### src/rtl/sistema_counter_ctrl_pkg.sv
// Shared definitions for the event counter controller: register map,
// CONTROL/STATUS bit positions, FSM state encoding and default width.
package sistema_counter_ctrl_pkg;

    localparam int unsigned CNT_W_DEF = 13;
    localparam int unsigned ADDR_W    = 2;
    localparam int unsigned DATA_W    = 32;

    // Register addresses
    localparam logic [ADDR_W-1:0] ADDR_COUNT   = 2'd0;
    localparam logic [ADDR_W-1:0] ADDR_CONTROL = 2'd1;
    localparam logic [ADDR_W-1:0] ADDR_COMPARE = 2'd2;
    localparam logic [ADDR_W-1:0] ADDR_STATUS  = 2'd3;

    // CONTROL bit positions
    localparam int unsigned CTRL_EN      = 0;
    localparam int unsigned CTRL_ONESHOT = 1;
    localparam int unsigned CTRL_CLR     = 2;
    localparam int unsigned CTRL_IE      = 3;

    // STATUS bit positions
    localparam int unsigned STAT_MATCH   = 0;
    localparam int unsigned STAT_OVF     = 1;
    localparam int unsigned STAT_RUNNING = 2;

    typedef enum logic [1:0] {
        ST_IDLE = 2'd0,
        ST_RUN  = 2'd1,
        ST_DONE = 2'd2
    } state_e;

endpackage

### src/rtl/sistema_edge_sync.sv
// Two-flop synchronizer followed by a rising-edge detector.
// Ports:
//   clk       - system clock
//   reset_n   - asynchronous active-low reset
//   i_async   - asynchronous input level
//   o_rise_c  - combinational one-cycle pulse on a synchronized rising edge
module sistema_edge_sync (
    input  logic clk,
    input  logic reset_n,
    input  logic i_async,
    output logic o_rise_c
);

    logic r_sync0;
    logic r_sync1;
    logic r_prev;

    // Synchronizer chain plus previous-value flop for edge detection
    always_ff @(posedge clk or negedge reset_n) begin
        if (!reset_n) begin
            r_sync0 <= 1'b0;
            r_sync1 <= 1'b0;
            r_prev  <= 1'b0;
        end else begin
            r_sync0 <= i_async;
            r_sync1 <= r_sync0;
            r_prev  <= r_sync1;
        end
    end

    assign o_rise_c = r_sync1 & ~r_prev;

endmodule

### src/rtl/sistema_counter_ctrl.sv
// Avalon-MM controlled event counter with compare match, overflow and
// one-shot stop. Optional interrupt output enabled by the macro
// SISTEMA_COUNTER_CTRL_IRQ_EN (default build: irq tied 0, IE reads 0).
// Ports:
//   clk, reset_n          - clock, asynchronous active-low reset
//   chipselect, address,
//   write_n, writedata    - Avalon-MM slave write side
//   readdata              - registered read data (1-cycle latency)
//   event_in              - asynchronous event pulse to count
//   count_out             - live count value
//   irq                   - level interrupt request
module sistema_counter_ctrl
    import sistema_counter_ctrl_pkg::*;
#(
    parameter int unsigned CNT_W = CNT_W_DEF
) (
    input  logic              clk,
    input  logic              reset_n,
    input  logic              chipselect,
    input  logic [ADDR_W-1:0] address,
    input  logic              write_n,
    input  logic [DATA_W-1:0] writedata,
    output logic [DATA_W-1:0] readdata,
    input  logic              event_in,
    output logic [CNT_W-1:0]  count_out,
    output logic              irq
);

    state_e             r_state;
    logic [CNT_W-1:0]   r_count;
    logic [CNT_W-1:0]   r_compare;
    logic               r_en;
    logic               r_oneshot;
    logic               r_match;
    logic               r_ovf;
    logic [DATA_W-1:0]  r_readdata;

    logic               w_rise;
    logic               w_wr;
    logic               w_wr_count;
    logic               w_wr_control;
    logic               w_wr_compare;
    logic               w_wr_status;
    logic               w_cnt_clr;
    logic               w_inc;
    logic               w_wrap;
    logic [CNT_W-1:0]   w_cnt_inc;
    logic               w_hit;
    logic               w_match_set;
    logic               w_ovf_set;
    logic               w_ie;
    logic [DATA_W-1:0]  w_rd_data;
    logic               w_unused_wdata;

    sistema_edge_sync u_edge_sync (
        .clk      (clk),
        .reset_n  (reset_n),
        .i_async  (event_in),
        .o_rise_c (w_rise)
    );

    // Write decode
    assign w_wr         = chipselect & ~write_n;
    assign w_wr_count   = w_wr & (address == ADDR_COUNT);
    assign w_wr_control = w_wr & (address == ADDR_CONTROL);
    assign w_wr_compare = w_wr & (address == ADDR_COMPARE);
    assign w_wr_status  = w_wr & (address == ADDR_STATUS);

    // Clear beats a same-cycle increment
    assign w_cnt_clr   = w_wr_count | (w_wr_control & writedata[CTRL_CLR]);
    assign w_inc       = w_rise & (r_state == ST_RUN) & ~w_cnt_clr;
    assign w_cnt_inc   = r_count + CNT_W'(1);
    assign w_wrap      = &r_count;
    assign w_hit       = (w_cnt_inc == r_compare);
    assign w_match_set = w_inc & w_hit;
    assign w_ovf_set   = w_inc & w_wrap;

    assign w_unused_wdata = ^writedata;

`ifdef SISTEMA_COUNTER_CTRL_IRQ_EN
    logic r_ie;
    logic r_irq;

    // Interrupt enable and registered interrupt level
    always_ff @(posedge clk or negedge reset_n) begin
        if (!reset_n) begin
            r_ie  <= 1'b0;
            r_irq <= 1'b0;
        end else begin
            if (w_wr_control) begin
                r_ie <= writedata[CTRL_IE];
            end
            r_irq <= r_ie & (r_match | r_ovf);
        end
    end

    assign w_ie = r_ie;
    assign irq  = r_irq;
`else
    assign w_ie = 1'b0;
    assign irq  = 1'b0;
`endif

    // Read mux; unused bits stay 0
    always_comb begin
        w_rd_data = '0;
        case (address)
            ADDR_COUNT: begin
                w_rd_data[CNT_W-1:0] = r_count;
            end
            ADDR_CONTROL: begin
                w_rd_data[CTRL_EN]      = r_en;
                w_rd_data[CTRL_ONESHOT] = r_oneshot;
                w_rd_data[CTRL_IE]      = w_ie;
            end
            ADDR_COMPARE: begin
                w_rd_data[CNT_W-1:0] = r_compare;
            end
            default: begin
                w_rd_data[STAT_MATCH]   = r_match;
                w_rd_data[STAT_OVF]     = r_ovf;
                w_rd_data[STAT_RUNNING] = (r_state == ST_RUN);
            end
        endcase
    end

    // Registers, flags, counter and FSM
    always_ff @(posedge clk or negedge reset_n) begin
        if (!reset_n) begin
            r_state    <= ST_IDLE;
            r_count    <= '0;
            r_compare  <= '0;
            r_en       <= 1'b0;
            r_oneshot  <= 1'b0;
            r_match    <= 1'b0;
            r_ovf      <= 1'b0;
            r_readdata <= '0;
        end else begin
            r_readdata <= w_rd_data;

            if (w_wr_compare) begin
                r_compare <= writedata[CNT_W-1:0];
            end
            if (w_wr_control) begin
                r_en      <= writedata[CTRL_EN];
                r_oneshot <= writedata[CTRL_ONESHOT];
            end

            // A set event wins over a coincident W1C
            r_match <= w_match_set | (r_match & ~(w_wr_status & writedata[STAT_MATCH]));
            r_ovf   <= w_ovf_set   | (r_ovf   & ~(w_wr_status & writedata[STAT_OVF]));

            if (w_cnt_clr) begin
                r_count <= '0;
            end else if (w_inc) begin
                r_count <= w_cnt_inc;
            end

            case (r_state)
                ST_IDLE: begin
                    if (w_wr_control && writedata[CTRL_EN]) begin
                        r_state <= ST_RUN;
                    end
                end
                ST_RUN: begin
                    if (w_wr_control && !writedata[CTRL_EN]) begin
                        r_state <= ST_IDLE;
                    end else if (w_match_set && r_oneshot) begin
                        r_state <= ST_DONE;
                    end
                end
                ST_DONE: begin
                    // DONE is only reachable with EN=1, so a clear restarts
                    if (w_wr_control && !writedata[CTRL_EN]) begin
                        r_state <= ST_IDLE;
                    end else if (w_cnt_clr) begin
                        r_state <= ST_RUN;
                    end
                end
                default: begin
                    r_state <= ST_IDLE;
                end
            endcase
        end
    end

    assign readdata  = r_readdata;
    assign count_out = r_count;

endmodule
### config.mk
export PLATFORM = sky130hd
export DESIGN_NAME = sistema_counter_ctrl
export DESIGN_NICKNAME = d
export VERILOG_FILES = /design/src/rtl/sistema_counter_ctrl_pkg.sv /design/src/rtl/sistema_edge_sync.sv /design/src/rtl/sistema_counter_ctrl.sv
export SDC_FILE = /design/constraint.sdc
export NUM_CORES = 1
export LEC_CHECK = 0
export ABC_AREA = 1
export BUFFER_PORTS_ARGS = -buffer_cell sky130_fd_sc_hd__buf_2
export CAP_MARGIN = 20
export CORE_ASPECT_RATIO = 0.8
export CORE_MARGIN = 5
export CORE_UTILIZATION = 46
export CTS_CLUSTER_DIAMETER = 100
export CTS_CLUSTER_SIZE = 12
export DETAILED_ROUTE_END_ITERATION = 8
export GPL_TIMING_DRIVEN = 0
export PLACE_DENSITY = 0.82
export SYNTH_ARGS = -nofsm -noshare
export SYNTH_HDL_FRONTEND = slang
export SYNTH_SLANG_ARGS = --single-unit
### constraint.sdc
create_clock -name clk -period 1.7 [get_ports clk]
set_input_delay 0.17 -clock clk [delete_from_list [all_inputs] [get_ports clk]]
set_output_delay 0.17 -clock clk [all_outputs]
set_load 0.01 [all_outputs]
Word-level counts from Yosys, hierarchy flattened. Index checks and enable logic that the tools add are counted.

Bits in registers: 48. Input bits: 39.

Add/sub/neg operators: 1. Equality and inequality tests: 9. Reduce and logical (&&, ||, !) cells: 9. Muxes and demuxes: 12. Bitwise gates (word level): 23.

Operators by type and width (count): 13-bit two-way mux (2); 9-bit case mux with 2 select lines (1); 1-bit AND (15); 13-bit by 1-bit adder with 13-bit output, second input constant (1); 13-bit equality test (1); 13-bit AND reduction (1); 2-bit case mux with 3 select lines (2); 2-bit two-way mux (5); 2-bit equality test, second input constant (3); 1-bit NOT (5); 2-bit by 1-bit equality test with 1-bit output, second input constant (2); 2-bit logical NOT (2); 1-bit logical AND (3); 3-bit by 1-bit != test with 1-bit output, second input constant (1); 3-bit != test, second input constant (1); 1-bit bitwise OR (3); 1-bit case mux with 3 select lines (1); 3-bit AND reduction (1); 2-bit != test, second input constant (1); 1-bit case mux with 2 select lines (1); 2-bit nonzero test (1); 1-bit logical NOT (1).

Logic depth before layout (Yosys ltp). Gate-level depths: netlist (run 1).

Depth in word-level cells: 12. Mapped depth: 15. Gate-level depth less buffers: 15.

Modules after synthesis. A second synthesis (run 1) with hierarchy kept.

Cell total of the unflattened synthesis: 341. Area total of the unflattened synthesis: 2605.0 um2.

Modules (own cells, without submodules): sistema_counter_ctrl (sequential area each 1126.1 um2, times used 1, cells an instance 336, area an instance 2519.9 um2); sistema_edge_sync (sequential area each 75.1 um2, times used 1, cells an instance 5, area an instance 85.1 um2).

Least setup slack after synthesis (run 1). Ideal clock, no wire load.

Kind: reg-to-reg. Start: register r_count[1] (netlist: count_out[1]). End: register r_state[0]. Setup slack: -12 ps. Cell stages (with the launch flop): 13. Arrival: 1590 ps. Cell sequence: dfrtp_1 > ha_1 > nand3_1 > inv_1 > nand2_1 > o21ai_1 > nand2_1 > a21oi_1 > nand2_1 > nor2_2 > nand3_1 > nand2_1 > nand2_1.

Word-level cells in the longest chain between the ends: 6.

Ends and longest elaborated chain: from (decl) (line sistema_counter_ctrl.sv:30) `logic [CNT_W-1:0] r_count;`; from (signal assigned) (line sistema_counter_ctrl.sv:156) `r_count <= w_cnt_inc;`; 13-bit by 1-bit adder with 13-bit output (line sistema_counter_ctrl.sv:72) `assign w_cnt_inc = r_count + CNT_W'(1);`; 13-bit equality test (line sistema_counter_ctrl.sv:74) `assign w_hit = (w_cnt_inc == r_compare);`; 1-bit AND (line sistema_counter_ctrl.sv:75) `assign w_match_set = w_inc & w_hit;`; 1-bit logical AND (line sistema_counter_ctrl.sv:168) `end else if (w_match_set && r_oneshot) begin`; 3-bit by 1-bit != test with 1-bit output (no source line); 3-bit AND reduction (no source line); to (signal assigned) (line sistema_counter_ctrl.sv:167) `r_state <= ST_IDLE;`; to (signal assigned) (line sistema_counter_ctrl.sv:169) `r_state <= ST_DONE;`; to (signal assigned) (line sistema_counter_ctrl.sv:175) `r_state <= ST_IDLE;`; to (decl) (line sistema_counter_ctrl.sv:29) `state_e r_state;`.

No other way between the ends. A chain may end at the register's enable or synchronous reset.

Worst setup path after layout (run 1).
Start: register r_count[2] (netlist: count_out[2]). End: register r_state[1].

Same word-level chain as after synthesis.

==> results of run 1 <==
==> tightest hold or removal path, delay by kind of cell <==
family | cells | cell delay, ns
and+or+nand+nor | 1 | 0.03
AOI/OAI and AO/OA | 1 | 0.10
buffers and inverters | 1 | 0.07
==> flip-flops by register name, indices dropped and copies added (netlist names) <==
name                 count
count_out               13
u_edge_sync.r_sync0      1
r_ovf                    1
r_compare               13
r_oneshot                1
readdata                13
r_match                  1
u_edge_sync.r_prev       1
u_edge_sync.r_sync1      1
r_en                     1
r_state                  2
==> kinds of logic after synthesis <==
kind of cell	count (synthesis)	synth area share
simple gates	173	0.280
buf+inv	77	0.139
compound gates	53	0.116
flops	48	0.459
fa+ha+maj	1	0.00478
other cells	1	0.00143
==> cells in the final DEF (no fill, tap or decap), types with 3 or more instances in the layout <==
master and instances:
o22ai_1 21, clkbuf_8 5, nand4_1 6, dfrtp_2 3, nor2_1 29, nand2_1 86
clkbuf_1 7, conb_1 20, nand3_1 27, inv_2 4, dfrtp_1 45, inv_1 47
buf_4 31, nand2_2 13, a21oi_2 3, a21oi_1 12, nor2_2 5, buf_2 45
o21ai_0 10
==> stage by stage <==
stage	instance area, um^2	setup WS, ns
2_1_floorplan	2690	0.0102
3_3_place_gp	3010	-0.311
3_5_place_dp	3010	-0.285
4_1_cts	3160	-0.109
5_1_grt	3310	-0.323
6_report	3310	-0.180
==> what timing repair did <==
item	4_1_cts	5_1_grt
gates resized for setup	9	23
pin swaps	3	6
hold buffers	1	1
setup endpoints to repair	13	13
hold endpoints to repair	1	25
buffers inserted	4	7
==> per-layer routing <==
metal  up-vias  global-route usage
met5         -                   0
met4         0              0.0433
met3        11              0.0484
met2       114               0.306
met1      1208               0.284
li1       1264                   -
==> final cells by class <==
cell class              count  area [um^2]  share of cell area
inverters                  51          191              0.0579
flip-flops and latches     48         1200               0.364
clock inverters             1         5.00             0.00151
well taps                  78         97.6              0.0295
multi-input cells         247         1200               0.364
plain buffers              26          174              0.0526
clock buffers               7         76.3              0.0231
repair buffers             59          355               0.107
==> power by group <==
part	internal, uW	leakage, uW	switching, uW
clock	290	0.0000422	373
sequential	1300	0.000599	157
combinational	474	0.00111	643
==> final timing paths <==
path | cells past startpoint | from | end | slack, ns
min | 3 | writedata[11] | r_compare[11]$_DFFE_PN0P_ | 0.11
min in group asynchronous | 2 | reset_n | readdata[7]$_DFF_PN0_ | 0.42
max in group asynchronous | 3 | reset_n | r_ovf$_DFF_PN0_ | 0.75
max reg2reg | 13 | count_out[2]$_DFFE_PN0P_ | r_state[1]$_DFFE_PN0P_ | -0.18
min reg2reg | 0 | u_edge_sync.r_sync0$_DFF_PN0_ | u_edge_sync.r_sync1$_DFF_PN0_ | 0.36
max | 13 | count_out[2]$_DFFE_PN0P_ | r_state[1]$_DFFE_PN0P_ | -0.18
==> metrics.log, run 1 <==
[metrics] status: finished with violations
[metrics] violations in the final reports: setup timing
[metrics] number of standard-cell rows in the floorplan: 24
[metrics] number of design rule violations left after detail routing: 0
[metrics] summed negative setup slack over all endpoints: -0.387 ns
[metrics] Hold Worst Slack: 0.114 ns
[metrics] Worst EP required: 1.93 ns
[metrics] WS Path Type: reg2reg
[metrics] clock tree from TritonCTS: yes
[metrics] highest routing layer actually used: met4
[metrics] Critical Path End Type: flip-flop
[metrics] vias per cell: roughly 5.0
[metrics] delay of the slowest critical-path stage: 0.47 ns
[metrics] Port Buffer Count: between 40 and 50
[metrics] endpoint arrival time on the critical path: ~2.1 ns
[metrics] final core utilization: 0.602
[metrics] die extent in y: a little under 80 um
[metrics] largest vdd supply drop: 0.456 mV
[metrics] most prevalent standard cell on the critical path: nand2_1
[metrics] Clock Sink Count: 48
[metrics] highest clock rate: 532 MHz
[metrics] period utilisation layout: 1.11
[metrics] routed length on met1: around 3.1 mm
[metrics] mean routed wirelength per cell: between 10 and 15 um
[metrics] post-detail-place hpwl: between 5 and 6 mm
[metrics] first-pass GRT wire length: ~11 mm
[metrics] number of top-level design ports: 85
[metrics] Finished Layout Cells: roughly 520
[metrics] Synth area leader: dfrtp_1
[metrics] Core Area: 0.00550 mm^2
[metrics] die footprint: 0.00731 mm^2
[metrics] cell-by-cell trace of the critical path: nand2_2, nor2_4, buf_4, nand2_1, nand2_1, nand2_1, nand2_1, nand2_1, nor2_1, nand2_1, nor2_1, nand3_1, a21oi_2
[metrics] relative slew slack: 0.589
[metrics] number of flops mapped to enable cells by yosys: 0
[metrics] vias in the first global route: about 2.3k
[metrics] antenna-violating nets left: 0
[metrics] summed instance area of the synthesized netlist: 0.00262 mm^2
[metrics] Setup crit start kind: flip-flop
[metrics] LEAKAGE: around 0.0018 uW
[metrics] Root Driver: clkbuf_8
[metrics] nets: roughly 480
[metrics] total routing resource utilization after global routing: 0.198
[metrics] Worst-Margin Slew: 0.617 ns
[metrics] Placed Instances: 495
[metrics] post-route clock skew: 0.0105 ns
[metrics] cell type of the slowest stage on the worst timing path: dfrtp_2
[metrics] weighted congestion reported at the end of routability-driven placement: approximately 0.91
[metrics] number of setup violations in the final report: 3
[metrics] RSZ-0062 raised after global routing: yes
[metrics] flops & latches, synth: 48
[metrics] number of vias after detailed routing: approximately 2.6k
[metrics] Max Root-Sink Buffers: 2
[metrics] most common library cells after synthesis: nand2_1, inv_1, dfrtp_1
[metrics] leading cell type by number of instances after synthesis: nand2_1
[metrics] synthesized area divided by synthesized cell count: about 7.4 um^2
[metrics] area overhead of the layout relative to synthesis: 26.4%
[metrics] Diodes inserted: 0
[metrics] number of fillers in the final layout: 505
[metrics] Worst Hold Class: in2reg
[metrics] drt total wl: between 7 and 8 mm
[metrics] total of warnings raised by yosys: 0
[metrics] buffering stage count on the worst path with inverters included: 1
[metrics] number of DRC markers after the initial detailed-route iteration: 180
[metrics] initial core utilization: 0.476
[metrics] level count of the clock H-tree: 2
[metrics] number of instances in the synthesized netlist: 353
[metrics] maximum fanout encountered on the critical timing path: 6
[metrics] post-synthesis async set-or-reset flop share: 1.00
[metrics] final critical delay including setup and external delays: 1.88 ns
[metrics] DR WL met2: between 3 and 4 mm
[metrics] count of final max-slew check failures: 0
[metrics] Overflow after GRT: 0
[metrics] antenna violations before repair: 0
[metrics] Netlist cell types: 23
[metrics] most used flip-flop cell after synthesis: dfrtp_1
[metrics] horizontal extent of the die: about 94 um
[metrics] clock-pin slew of the registers on the worst-case setup and hold paths: roughly 0.09 ns
[metrics] P per Cell Area: 979 mW/mm^2
[metrics] proportion of synthesized chip area in sequential cells: 0.459
[metrics] wire length on met3: 638 um
[metrics] largest cells by area after synthesis: dfrtp_1, nand2_1, inv_1
[metrics] largest net degree at the start of global routing: between 40 and 50
[metrics] drt first pass iters: 5
[metrics] clock buffers created by TritonCTS: 5
[metrics] fraction of layout cells with a size suffix above 1: 0.273
[metrics] fraction of synthesized cell area taken by the top area cell type: 0.459
[metrics] cell type group with the largest total delay on the critical path: simple AND/OR/NAND/NOR gates
[metrics] number of hold violations in the final report: 0
[metrics] Max-Cap Viols: 0
[metrics] clock latency on the worst-skew pair: 0.30 ns
[metrics] PnR worst setup slack: -0.180 ns
[metrics] Overall Power: 3240 uW
Note: power is estimated with default switching activity, not from simulation.
==> run 2: changes to the inputs <==
- ABC_AREA: 1 -> default
- GPL_ROUTABILITY_DRIVEN: default -> 0
==> run 2 against run 1 <==
The run still ends with setup timing left. First-iteration DRC count fell by 11%. Largest power group unchanged. Clock-buffer cell count did not move. Synthesized area fell by 0.33%. Synthesized cell count fell by 27%. Worst hold slack got worse by 0.039 ns. Final cell count fell by 18%. Critical path depth fell by 6. Non-clock buffer count rose by 10. Worst setup slack got worse by 0.25 ns. Global-route usage fell by 2.5 points.
==> metrics.log, run 2 <==
[metrics] initial core utilization: 0.477 (was 0.476)
[metrics] vias in the first global route: 2084 (was 2326)
[metrics] total of warnings raised by yosys: 0 (unchanged)
[metrics] leading cell type by number of instances after synthesis: dfrtp_1 (was nand2_1)
[metrics] most used flip-flop cell after synthesis: dfrtp_1 (unchanged)
[metrics] number of vias after detailed routing: 2213 (was 2597)
[metrics] Max Root-Sink Buffers: 2 (unchanged)
[metrics] synthesized area divided by synthesized cell count: 10.2 um^2 (was 7.42 um^2)
[metrics] maximum fanout encountered on the critical timing path: 3 (was 6)
[metrics] Port Buffer Count: 45 (unchanged)
[metrics] Finished Layout Cells: 422 (was 517)
[metrics] clock-pin slew of the registers on the worst-case setup and hold paths: 0.09 ns (about the same)
[metrics] flops & latches, synth: 48 (unchanged)
[metrics] number of DRC markers after the initial detailed-route iteration: 161 (was 180)
[metrics] summed instance area of the synthesized netlist: 0.00261 mm^2 (was 0.00262 mm^2)
[metrics] violations in the final reports: setup timing (unchanged)
[metrics] Core Area: 0.00547 mm^2 (was 0.00550 mm^2)
[metrics] nets: 384 (was 478)
[metrics] status: finished with violations (unchanged)
[metrics] clock buffers created by TritonCTS: 5 (unchanged)
[metrics] cell-by-cell trace of the critical path: ha_4, xnor2_2, nand3_1, or4_1, nor4_2, nand4_1, o31ai_1 (was nand2_2, nor2_4, buf_4, nand2_1, nand2_1, nand2_1, nand2_1, nand2_1, nor2_1, nand2_1, nor2_1, nand3_1, a21oi_2)
[metrics] PnR worst setup slack: -0.428 ns (was -0.180 ns)
[metrics] fraction of synthesized cell area taken by the top area cell type: 0.460 (was 0.459)
[metrics] area taken by flip-flops and latches: 0.00121 mm^2 (was 0.00120 mm^2)
[metrics] Worst Hold Class: in2reg (unchanged)
[metrics] buffering stage count on the worst path with inverters included: 0 (was 1)
[metrics] relative slew slack: 0.460 (was 0.589)
[metrics] largest cells by area after synthesis: dfrtp_1, buf_4, mux2_2 (was dfrtp_1, nand2_1, inv_1)
[metrics] largest vdd supply drop: 0.494 mV (was 0.456 mV)
[metrics] most common library cells after synthesis: dfrtp_1, nor2_1, buf_4 (was nand2_1, inv_1, dfrtp_1)
[metrics] antenna-violating nets left: 0 (unchanged)
[metrics] delay of the slowest critical-path stage: 0.44 ns (was 0.47 ns)
[metrics] commonest non-fill, non-tap cells in the layout: buf_2, dfrtp_1, buf_4 (was nand2_1, inv_1, dfrtp_1, buf_2, buf_4)
[metrics] number of instances in the synthesized netlist: 256 (was 353)
[metrics] Root Driver: clkbuf_8 (unchanged)
[metrics] Synth area leader: dfrtp_1 (unchanged)
[metrics] Critical Path End Type: flip-flop (unchanged)
[metrics] horizontal extent of the die: 94.2 um (was 94.3 um)
[metrics] number of top-level design ports: 85 (unchanged)
[metrics] number of fillers in the final layout: 445 (was 505)
[metrics] area of the multi-input gates: 0.00139 mm^2 (was 0.00120 mm^2)
[metrics] endpoint arrival time on the critical path: 2.34 ns (was 2.11 ns)
[metrics] cell type of the slowest stage on the worst timing path: dfrtp_2 (unchanged)
[metrics] die footprint: 0.00729 mm^2 (was 0.00731 mm^2)
[metrics] total routing resource utilization after global routing: 0.173 (was 0.198)
[metrics] largest net degree at the start of global routing: 49 (unchanged)
[metrics] antenna violations before repair: 0 (unchanged)
[metrics] Worst EP required: 1.91 ns (was 1.93 ns)
[metrics] final critical delay including setup and external delays: 2.13 ns (was 1.88 ns)
[metrics] die extent in y: 77.4 um (was 77.5 um)
[metrics] number of setup violations in the final report: 7 (was 3)
[metrics] Max-Cap Viols: 0 (unchanged)
[metrics] LEAKAGE: 0.00167 uW (was 0.00175 uW)
[metrics] most frequent standard cell in the layout excluding fill and tap cells: buf_2 (was nand2_1)
[metrics] Netlist cell types: 48 (was 23)
[metrics] clock tree from TritonCTS: yes (unchanged)
[metrics] Setup crit start kind: flip-flop (unchanged)
[metrics] Placed Instances: 398 (was 495)
[metrics] count of final max-slew check failures: 0 (unchanged)
[metrics] area overhead of the layout relative to synthesis: 30.9% (was 26.4%)
[metrics] post-detail-place hpwl: 4.41 mm (was 5.13 mm)
[metrics] proportion of synthesized chip area in sequential cells: 0.460 (was 0.459)
[metrics] number of design rule violations left after detail routing: 0 (unchanged)
[metrics] drt first pass iters: 5 (unchanged)
[metrics] WS Path Type: reg2reg (unchanged)
[metrics] worst slack at placement: -0.679 ns (was -0.285 ns)
[metrics] level count of the clock H-tree: 2 (unchanged)
[metrics] vias per cell: 5.24 (was 5.02)
[metrics] clock latency on the worst-skew pair: 0.30 ns (about the same)
[metrics] Overflow after GRT: 0 (unchanged)
[metrics] Worst-Margin Slew: 0.810 ns (was 0.617 ns)
[metrics] cell type group with the largest total delay on the critical path: simple AND/OR/NAND/NOR gates (unchanged)
[metrics] drt total wl: 6.51 mm (was 7.23 mm)
[metrics] RSZ-0062 raised after global routing: yes (unchanged)
[metrics] number of flops mapped to enable cells by yosys: 0 (unchanged)
[metrics] number of standard-cell rows in the floorplan: 24 (unchanged)
[metrics] highest clock rate: 470 MHz (was 532 MHz)
[metrics] post-synthesis async set-or-reset flop share: 1.00 (unchanged)
[metrics] post-route clock skew: 0.00750 ns (was 0.0105 ns)
[metrics] Clock Sink Count: 48 (unchanged)
[metrics] mean routed wirelength per cell: 15.4 um (was 14.0 um)
[metrics] fraction of layout cells with a size suffix above 1: 0.404 (was 0.273)
[metrics] Diodes inserted: 0 (unchanged)
[metrics] P per Cell Area: 946 mW/mm^2 (was 979 mW/mm^2)
[metrics] period utilisation layout: 1.25 (was 1.11)
[metrics] number of hold violations in the final report: 0 (unchanged)
[metrics] first-pass GRT wire length: 9.89 mm (was 11.3 mm)
## run 2: tightest hold or removal path, stage by stage
cell,delay [ns]
buf_2,0.08
nand2_1,0.03
o21ai_0,0.05
## run 2: cell families (layout without fill, tap and decap cells)
kind of cell	count (synthesis)	count (layout)	synth area share
AO/OA/AOI/OAI	26	26	0.0695
XOR/XNOR	25	25	0.0839
adder cells (fa/ha/maj)	1	1	0.00480
buffers and inverters	37	106	0.0830
flip-flops	48	48	0.460
multiplexers	26	26	0.116
other	1	20	0.00144
AND/OR/NAND/NOR	92	92	0.181
## run 2: area by class of cell
class / count / share of cell area
tap: 78 / 0.0286
sequential: 48 / 0.353
inverter: 4 / 0.00440
multi-input combinational: 190 / 0.406
buffer: 32 / 0.0681
clock buffer: 7 / 0.0282
timing repair buffer: 63 / 0.112
## run 2: timing repair
| action | CTS | global route |
|---|---|---|
| setup buffers | 9 | 6 |
| endpoints found under the hold margin | 1 | 19 |
| resized for setup | 13 | 23 |
| hold buffers | 1 | 1 |
| setup endpoints to repair | 16 | 9 |
| pin swaps | 4 | 6 |
## run 2: where the power goes
part	switching [uW]	leakage, uW	internal [uW]
Sequential	155	0.000614	1310
Clock	365	0.0000503	363
Combinational	472	0.00101	571
## run 2: per-layer routing
metal,routed length (um),track usage,vias to the layer above
met5,0,0,-
met1,2780,0.232,1065
li1,-,-,1034
met4,170,0.0664,0
met3,559,0.0387,15
met2,2990,0.274,99
## run 2: worst paths after layout
kind	start	end	depth (start not counted)	slack [ns]
worst max-delay path	count_out[0]$_DFFE_PN0P_	r_state[1]$_DFFE_PN0P_	7	-0.43
worst min-delay path	writedata[5]	r_compare[5]$_DFFE_PN0P_	3	0.08
worst max register to register	count_out[0]$_DFFE_PN0P_	r_state[1]$_DFFE_PN0P_	7	-0.43
worst min register to register	u_edge_sync.r_sync0$_DFF_PN0_	u_edge_sync.r_sync1$_DFF_PN0_	0	0.38
max in group asynchronous	reset_n	count_out[1]$_DFFE_PN0P_	3	0.82
min in group asynchronous	reset_n	r_match$_DFF_PN0_	2	0.34
## run 2: through the flow
stage / cell area [um^2] / power (uW) / util / setup TNS [ns] / hold WS, ns
floorplan: 2720 / 2040 / - / -0.464 / -0.126
global placement: 3040 / 2260 / 0.557 / -8.01 / 0.280
detailed placement: 3040 / 2290 / 0.557 / -8.63 / 0.280
CTS: 3260 / 3150 / 0.597 / -1.14 / 0.0712
global route: 3420 / 3410 / 0.625 / -2.10 / 0.0879
finish: 3420 / 3230 / 0.625 / -1.39 / 0.0751
==> run 3: changes to the inputs <==
- ABC_AREA: default -> 1
==> run 3 against run 2 <==
The flow still finishes with violations (setup timing). Sequential power about the same. Total power barely moved. Via count rose by 18%. Worst hold slack improved by 0.012 ns. Design area is 4.0% lower. Non-clock buffer count is 15 lower. First-iteration DRC count is 38% higher. Largest cell class is now registers. Highest routed layer unchanged.
==> metrics.log, run 3 (synthesized netlist as in run 1, its figures left out) <==
[metrics] net switching power of the design: 1150 uW (was 991 uW)
[metrics] largest vdd supply drop: 0.436 mV (was 0.494 mV)
[metrics] global-route layer with the greatest usage: met2 (unchanged)
[metrics] endpoint arrival time on the critical path: 2.05 ns (was 2.34 ns)
[metrics] most prevalent standard cell on the critical path: nand2_1
[metrics] period utilisation layout: 1.06 (was 1.25)
[metrics] die extent in y: 77.5 um (was 77.4 um)
[metrics] Critical Path End Type: flip-flop (unchanged)
[metrics] count of final max-slew check failures: 0 (unchanged)
[metrics] Core Area: 0.00550 mm^2 (was 0.00547 mm^2)
[metrics] worst hold stages: 3 (unchanged)
[metrics] Diodes inserted: 0 (unchanged)
[metrics] Worst Hold Class: in2reg (unchanged)
[metrics] Comb power frac: 0.329 (was 0.323)
[metrics] most frequent standard cell in the layout excluding fill and tap cells: nand2_1 (was buf_2)
[metrics] number of vias after detailed routing: 2617 (was 2213)
[metrics] cell type of the slowest stage on the worst timing path: dfrtp_2 (unchanged)
[metrics] clock buffers created by TritonCTS: 5 (unchanged)
[metrics] LEAKAGE: 0.00173 uW (was 0.00167 uW)
[metrics] post-route clock skew: 0.00554 ns (was 0.00750 ns)
[metrics] Worst EP required: 1.94 ns (was 1.91 ns)
[metrics] fraction of layout cells with a size suffix above 1: 0.272 (was 0.404)
[metrics] clock-pin slew of the registers on the worst-case setup and hold paths: 0.08 ns (was 0.09 ns)
[metrics] number of standard-cell rows in the floorplan: 24 (unchanged)
[metrics] Max-Cap Viols: 0 (unchanged)
[metrics] final core utilization: 0.597 (was 0.625)
[metrics] Worst-Margin Slew: 0.601 ns (was 0.810 ns)
[metrics] drt first pass iters: 5 (unchanged)
[metrics] status: finished with violations (unchanged)
[metrics] post-detail-place hpwl: 5.24 mm (was 4.41 mm)
[metrics] largest net degree at the start of global routing: 49 (unchanged)
[metrics] number of top-level design ports: 85 (unchanged)
[metrics] buffering stage count on the worst path with inverters included: 1 (was 0)
[metrics] delay of the slowest critical-path stage: 0.46 ns (was 0.44 ns)
[metrics] Max Root-Sink Buffers: 2 (unchanged)
[metrics] level count of the clock H-tree: 2 (unchanged)
[metrics] Hold Worst Slack: 0.0873 ns (was 0.0751 ns)
[metrics] Port Buffer Count: 45 (unchanged)
[metrics] antenna-violating nets left: 0 (unchanged)
[metrics] antenna violations before repair: 0 (unchanged)
[metrics] clock network power share: 0.221 (was 0.225)
[metrics] number of hold violations in the final report: 0 (unchanged)
[metrics] Setup crit start kind: flip-flop (unchanged)
[metrics] total routing resource utilization after global routing: 0.204 (was 0.173)
[metrics] mean routed wirelength per cell: 14.3 um (was 15.4 um)
[metrics] number of cells on the critical path: 14 (was 7)
[metrics] cell count of the worst reg-to-reg path: 14 (was 7)
[metrics] horizontal extent of the die: 94.3 um (was 94.2 um)
[metrics] drt total wl: 7.30 mm (was 6.51 mm)
[metrics] final critical delay including setup and external delays: 1.81 ns (was 2.13 ns)
[metrics] PnR worst setup slack: -0.108 ns (was -0.428 ns)
[metrics] vias in the first global route: 2445 (was 2084)
[metrics] cell type group with the largest total delay on the critical path: simple AND/OR/NAND/NOR gates (unchanged)
[metrics] number of design rule violations left after detail routing: 0 (unchanged)
[metrics] area overhead of the layout relative to synthesis: 25.2% (was 30.9%)
[metrics] number of setup violations in the final report: 2 (was 7)
[metrics] P per Cell Area: 985 mW/mm^2 (was 946 mW/mm^2)
[metrics] cell-by-cell trace of the critical path: ha_4, inv_2, nand2_1, nand2_1, nand2_1, nand2_1, nand2_2, nor2_1, nand2_1, nor2_1, nand2_1, nor2_1, nand3_1, a21oi_2 (was ha_4, xnor2_2, nand3_1, or4_1, nor4_2, nand4_1, o31ai_1)
[metrics] initial core utilization: 0.476 (was 0.477)
[metrics] highest clock rate: 553 MHz (was 470 MHz)
[metrics] portion of total power attributed to sequential cells: 0.450 (was 0.452)
[metrics] clock latency on the worst-skew pair: 0.31 ns (was 0.30 ns)
[metrics] nets: 473 (was 384)
[metrics] clock tree from TritonCTS: yes (unchanged)
[metrics] Overall Power: 3230 uW (about the same)
[metrics] Clock Sink Count: 48 (unchanged)
[metrics] switching part of the total: 0.357 (was 0.307)
[metrics] WS Path Type: reg2reg (unchanged)
[metrics] maximum fanout encountered on the critical timing path: 5 (was 3)
[metrics] vias per cell: 5.11 (was 5.24)
[metrics] global routing met2 resource utilization: 0.319 (was 0.274)
[metrics] routing usage on met3: 0.0513 (was 0.0387)
[metrics] relative slew slack: 0.600 (was 0.460)
[metrics] global-route met1 utilization: 0.286 (was 0.232)
[metrics] commonest non-fill, non-tap cells in the layout: nand2_1, inv_1, buf_2 (was buf_2, dfrtp_1, buf_4)
[metrics] Root Driver: clkbuf_8 (unchanged)
[metrics] number of DRC markers after the initial detailed-route iteration: 222 (was 161)
[metrics] first-pass GRT wire length: 11.7 mm (was 9.89 mm)
[metrics] violations in the final reports: setup timing (unchanged)
[metrics] Overflow after GRT: 0 (unchanged)
[metrics] RSZ-0062 raised after global routing: yes (unchanged)
[metrics] Int Pwr: 2070 uW (was 2240 uW)
[metrics] die footprint: 0.00731 mm^2 (was 0.00729 mm^2)
[run 3: power groups by stage]
stage / logic [uW] / clock network [uW] / registers, uW
after floorplan: 536 / 0 / 1460
after global placement: 802 / 0 / 1450
after detailed placement: 825 / 0 / 1460
after CTS: 964 / 720 / 1440
after global routing: 1180 / 774 / 1470
final: 1060 / 712 / 1450
[run 3: final cells by class]
class | instances | area, um^2
clock buffer | 8 | 90.1
tap | 78 | 97.6
buffer | 26 | 175
inverter | 51 | 191
multi-input combinational | 247 | 1210
sequential | 48 | 1210
timing repair buffer | 54 | 310
fill | 516 | 2220
[run 3: worst min-delay path, cell delays in order]
cell,delay [ns]
buf_2,0.09
nand2_1,0.04
o21ai_0,0.06
[run 3: path summary, 6_finish.rpt]
kind / start / end / slack [ns]
min reg2reg: u_edge_sync.r_sync0$_DFF_PN0_ / u_edge_sync.r_sync1$_DFF_PN0_ / 0.36
min: writedata[1] / r_oneshot$_DFFE_PN0P_ / 0.09
max: count_out[1]$_DFFE_PN0P_ / r_state[1]$_DFFE_PN0P_ / -0.11
max in group asynchronous: reset_n / count_out[4]$_DFFE_PN0P_ / 0.95
max reg2reg: count_out[1]$_DFFE_PN0P_ / r_state[1]$_DFFE_PN0P_ / -0.11
min in group asynchronous: reset_n / readdata[7]$_DFF_PN0_ / 0.25
[run 3: what timing repair did]
item                                    CTS  global route
resized for setup                        18            18
endpoints found under the setup margin   13            13
pin swaps                                 6             5
hold buffers                              1             1
setup buffers                             5             1
gates cloned                              0             0
endpoints found under the hold margin     1            10
[run 3: metrics by stage]
stage | setup TNS [ns] | worst slack (ns) | cells | cell area (um^2)
after floorplan | 0 | 0.0102 | 372 | 2690
after detailed placement | -1.33 | -0.339 | 495 | 3010
after CTS | -0.127 | -0.0664 | 509 | 3200
after global placement | -0.872 | -0.307 | 495 | 3010
final | -0.212 | -0.108 | 512 | 3280
after global routing | -0.598 | -0.253 | 512 | 3280
[run 3: routing by layer]
layer / part of all wire / up-vias
met5: 0 / -
li1: - / 1253
met2: 0.47 / 117
met1: 0.43 / 1235
met3: 0.082 / 12
met4: 0.017 / 0
